`src/rtl/fetch_sequencer.sv`:
```
// Instruction fetch sequencer: requests a word, presents it downstream, then pulses the PC unit.
// A fetch that sees no memory acknowledge within TIMEOUT cycles parks in FAULT until cleared.
//
// state  | meaning
// IDLE   | waiting for run
// FETCH  | imem_req high, waiting for imem_ack (bounded by TIMEOUT)
// ISSUE  | instr_valid high, waiting for instr_ready
// UPDATE | one-cycle pc_load with pc_src = captured branch_taken
// FAULT  | fetch timed out, waiting for fault_clr
module fetch_sequencer #(
  parameter int TIMEOUT = 16
) (
  input  logic        clk,
  input  logic        areset,
  input  logic        run,
  input  logic        imem_ack,
  input  logic [31:0] imem_rdata,
  input  logic        instr_ready,
  input  logic        branch_taken,
  input  logic        fault_clr,
  output logic        imem_req,
  output logic [31:0] instr,
  output logic        instr_valid,
  output logic        pc_load,
  output logic        pc_src,
  output logic        fault,
  output logic        busy
);

  localparam int CW = (TIMEOUT > 1) ? $clog2(TIMEOUT) : 1;
  localparam logic [CW-1:0] CNT_MAX = CW'(TIMEOUT - 1);

  typedef enum logic [2:0] {
    S_IDLE,
    S_FETCH,
    S_ISSUE,
    S_UPDATE,
    S_FAULT
  } state_t;

  state_t        state_q, state_d;
  logic [CW-1:0] cnt_q;
  logic [31:0]   instr_q;
  logic          br_q;

  always_comb begin
    state_d = state_q;
    case (state_q)
      S_IDLE:   if (run) state_d = S_FETCH;
      // An acknowledge in the final allowed cycle still wins over the timeout.
      S_FETCH: begin
        if (imem_ack)              state_d = S_ISSUE;
        else if (cnt_q == CNT_MAX) state_d = S_FAULT;
      end
      S_ISSUE:  if (instr_ready) state_d = S_UPDATE;
      S_UPDATE: state_d = run ? S_FETCH : S_IDLE;
      S_FAULT:  if (fault_clr) state_d = S_IDLE;
      default:  state_d = S_IDLE;
    endcase
  end

  always_ff @(posedge clk) begin
    if (areset) begin
      state_q <= S_IDLE;
      cnt_q   <= '0;
      instr_q <= '0;
      br_q    <= 1'b0;
    end else begin
      state_q <= state_d;
      // Counter only advances across ack-less FETCH cycles; any other path leaves it at zero.
      if (state_q == S_FETCH && !imem_ack && cnt_q != CNT_MAX)
        cnt_q <= cnt_q + 1'b1;
      else
        cnt_q <= '0;
      if (state_q == S_FETCH && imem_ack)
        instr_q <= imem_rdata;
      if (state_q == S_ISSUE && instr_ready)
        br_q <= branch_taken;
    end
  end

  assign imem_req    = (state_q == S_FETCH);
  assign instr_valid = (state_q == S_ISSUE);
  assign pc_load     = (state_q == S_UPDATE);
  assign fault       = (state_q == S_FAULT);
  assign busy        = (state_q == S_FETCH) || (state_q == S_ISSUE) || (state_q == S_UPDATE);
  assign instr       = instr_q;
  assign pc_src      = br_q;

endmodule

```
`config.mk`:
```
export PLATFORM = sky130hd
export DESIGN_NAME = fetch_sequencer
export DESIGN_NICKNAME = d
export VERILOG_FILES = /design/src/rtl/fetch_sequencer.sv
export SDC_FILE = /design/constraint.sdc
export NUM_CORES = 1
export LEC_CHECK = 0
export BUFFER_PORTS_ARGS = -buffer_cell sky130_fd_sc_hd__buf_2
export CORE_ASPECT_RATIO = 0.8
export CORE_UTILIZATION = 48
export CTS_CLUSTER_SIZE = 28
export DETAILED_ROUTE_END_ITERATION = 6
export PLACE_DENSITY = 0.83
export SLEW_MARGIN = 20
export SYNTH_ARGS = -nofsm -noshare
export SYNTH_HDL_FRONTEND = slang
export SYNTH_SLANG_ARGS = --single-unit
```
`constraint.sdc`:
```
create_clock -name clk -period 3.5 [get_ports clk]
set_input_delay 0 -clock clk [delete_from_list [all_inputs] [get_ports clk]]
set_output_delay 0 -clock clk [all_outputs]
set_load 0.005 [all_outputs]
```
==> impl_metrics.env <==
export IMPL_skew_ns=0.00966
export IMPL_cts_sinks=40
export IMPL_dp_slack_ns=1.59
export IMPL_cts_root_buf="clkbuf_8"
export IMPL_place_congestion=0.779
export IMPL_row_count=18
export IMPL_clock_latency_ns=0.30
export IMPL_postSynthAreaPerCell_sq_um=8.40
export IMPL_worstSetupPathType="reg2reg"
export IMPL_mostFrequentLayoutCells="buf_2, nand2_1, dfxtp_1, dlygate4sd3_1, a21oi_1"
export IMPL_grt_ovfl_total=0
export IMPL_synth_nets=229
export IMPL_port_buffers=76
export IMPL_period_minus_slack_ns=1.83
export IMPL_synth_warnings=0
export IMPL_syn_instance_count=189
export IMPL_wl_per_cell_um=12.6
export IMPL_ir_worst_vdd_v=0.000318
export IMPL_area_delta_synth_final_pct=47.8
export IMPL_grt_pass1_vias=1490
export IMPL_initial_core_util_pct=51.1
export IMPL_final_cell_area_sq_mm=0.00235
export IMPL_cts_resized=0
export IMPL_whs_path_depth=3
export IMPL_cts_path_max_buffers=2
export IMPL_wirelength_mm=4.17
export IMPL_critPathMaxFanout=18
export IMPL_vias=1624
export IMPL_fin_setup_tns_ns=0
export IMPL_finalSetupViolCount=0
export IMPL_place_area_sq_mm=0.00190
export IMPL_drt_iter0_markers=63
export IMPL_synthesis_area_sq_mm=0.00159
export IMPL_holdPathEnd="state_q[2]$_SDFFE_PP0P_"
export IMPL_r2r_start="state_q[0]$_SDFFE_PP0P_"
export IMPL_coreArea_sq_mm=0.00311
export IMPL_reg2reg_to="instr[21]$_SDFFE_PP0P_"
export IMPL_grt_usage_pct=24.7
export IMPL_r2r_slack_ns=1.67
export IMPL_rr_worst_depth=4
export IMPL_status="finished, final reports clean"
export IMPL_hold_violations=0
export IMPL_tightest_slew_ns=0.712
export IMPL_finalWorstSetupSlack_ns=1.67
export IMPL_drive_above_1_share_pct=31.8
export IMPL_worstSetupEndpointType="flop"
export IMPL_die_h_um=53.4
export IMPL_whs_ns=0.0227
export IMPL_num_io_pins=77
export IMPL_cts_setup_buffers=0
export IMPL_nets=331
export IMPL_max_freq_mhz=548
export IMPL_cts_hold_buf=33
export IMPL_hp_class="in2reg"
export IMPL_mostFrequentLayoutCell="buf_2"
export IMPL_cts_tree="done"
export IMPL_drcViolationCount=0
export IMPL_synthDistinctLibCells=29
export IMPL_grt_pass1_wl_mm=6.30
export IMPL_diodes=0
export IMPL_die_area_sq_mm=0.00354
export IMPL_cp_slowest_cell="nand4bb_1"
export IMPL_rsz0062_at_grt="no"
export IMPL_first_pass_iters=4
export IMPL_p_leak_nw=1.03
export IMPL_period_share_pct=52.2
export IMPL_cts_inserted_buffers=5
export IMPL_slew_viol_final=0
export IMPL_ys_seq_area_share_pct=50.4
export IMPL_ant_nets=0
export IMPL_post_place_cells=291
export IMPL_cap_viol_max_count=0
export IMPL_cts_max_level=2
export IMPL_slew_headroom_pct=52.5
export IMPL_start_kind="flop"
export IMPL_place_hpwl_mm=2.16
export IMPL_crit_arrival_ns=1.97
export IMPL_synth_seq_cells=40
export IMPL_grt_max_degree=38
export IMPL_clk_pin_slew_ns=0.09
export IMPL_cellPowerDensity_mw_per_mm2=429
export IMPL_hp_start="run"
export IMPL_cp_required_ns=3.65
export IMPL_max_stage_delay_ns=0.56
export IMPL_viasPerCell=4.89
export IMPL_final_instance_count_excl_fill=332
export IMPL_die_w_um=66.3
export IMPL_antenna_found_initial=0
export IMPL_cp_cell_sequence="nand4bb_1, buf_4, nand2_1, a21oi_1"
critical path: cells and delay by family (launching register included):
kind / cells / cell delay, ns
and+or+nand+nor: 2 / 0.65
DFF: 1 / 0.50
buffers and inverters: 1 / 0.43
AOI/OAI and AO/OA: 1 / 0.09
layer usage:
layer  vias to the layer above  track usage (%)  part of all wire (%)
met5                         -                0                     0
met4                         0             10.6                   2.0
met3                         9             9.27                   6.1
met2                        58             46.1                    49
met1                       739             24.5                    43
li1                        818                -                     -
cells by family after synthesis:
group | Yosys count | share of synthesized area, %
muxes | 2 | 1.26
xor gates and xnor gates | 1 | 0.552
DFF | 40 | 50.4
adders and majority gates | 1 | 0.788
buffers and inverters | 18 | 8.35
and+or+nand+nor | 89 | 24.9
AOI/OAI and AO/OA | 38 | 13.7
sequential cells by signal (all words and copies together) (netlist names):
name	flops
instr	32
cnt_q	4
state_q	3
pc_src	1
cell type report:
cell class                      count  area [sq um]
Multi-Input combinational cell    131           654
Sequential cell                    40           801
Inverter                            3          11.3
Fill cell                         234           762
Clock inverter                      3          42.5
Timing Repair Buffer              110           718
Clock buffer                        5          68.8
Tap cell                           40          50.0
Yosys cell counts:
library cell,number,share of area [%]
nand4bb_1,1,0.71
a21oi_1,29,9.1
mux2i_1,2,1.3
ha_1,1,0.79
buf_2,4,1.3
nor4_2,1,0.79
buf_4,1,0.47
nand2_1,65,15
nand3_1,3,0.95
inv_1,3,0.71
nor3_1,1,0.31
clkbuf_1,4,0.95
nor3b_1,2,0.95
o31a_1,1,0.55
o31ai_1,1,0.47
o21a_1,1,0.47
buf_8,3,2.8
or3b_1,1,0.55
o21ai_0,1,0.31
nand4b_1,1,0.55
nor2_1,10,2.4
and2_1,1,0.39
buf_6,3,2.1
a21oi_2,5,2.8
dfxtp_1,40,50
and4bb_1,1,0.79
nand2b_1,1,0.39
and4bb_2,1,0.79
xnor2_1,1,0.55
metrics by stage:
| stage | util (%) | power, mW |
|---|---|---|
| finish | 75.5 | 1.01 |
| global route | 75.5 | 1.04 |
| CTS | 75.5 | 1.00 |
| detailed placement | 61.3 | 0.604 |
| global placement | 61.3 | 0.601 |
| floorplan | - | 0.567 |
report_power, final:
part	internal (mW)	total, mW	switching [mW]
combinational	0.0729	0.137	0.0645
clock	0.211	0.379	0.168
sequential	0.475	0.489	0.0148
total	0.759	1.01	0.247
worst max path at each step:
stage / cells past startpoint / slack (ns) / startpoint / endpoint
2_1_floorplan: 4 / 2.35 / state_q[0]$_SDFFE_PP0P_ / state_q[2]$_SDFFE_PP0P_
3_3_place_gp: 3 / 1.68 / state_q[0]$_SDFFE_PP0P_ / instr[31]$_SDFFE_PP0P_
3_5_place_dp: 3 / 1.59 / state_q[0]$_SDFFE_PP0P_ / instr[25]$_SDFFE_PP0P_
4_1_cts: 3 / 1.59 / state_q[0]$_SDFFE_PP0P_ / instr[20]$_SDFFE_PP0P_
5_1_grt: 4 / 1.59 / state_q[0]$_SDFFE_PP0P_ / instr[31]$_SDFFE_PP0P_
6_report: 4 / 1.67 / state_q[0]$_SDFFE_PP0P_ / instr[21]$_SDFFE_PP0P_
No activity file was read; power rests on OpenSTA's default activity.
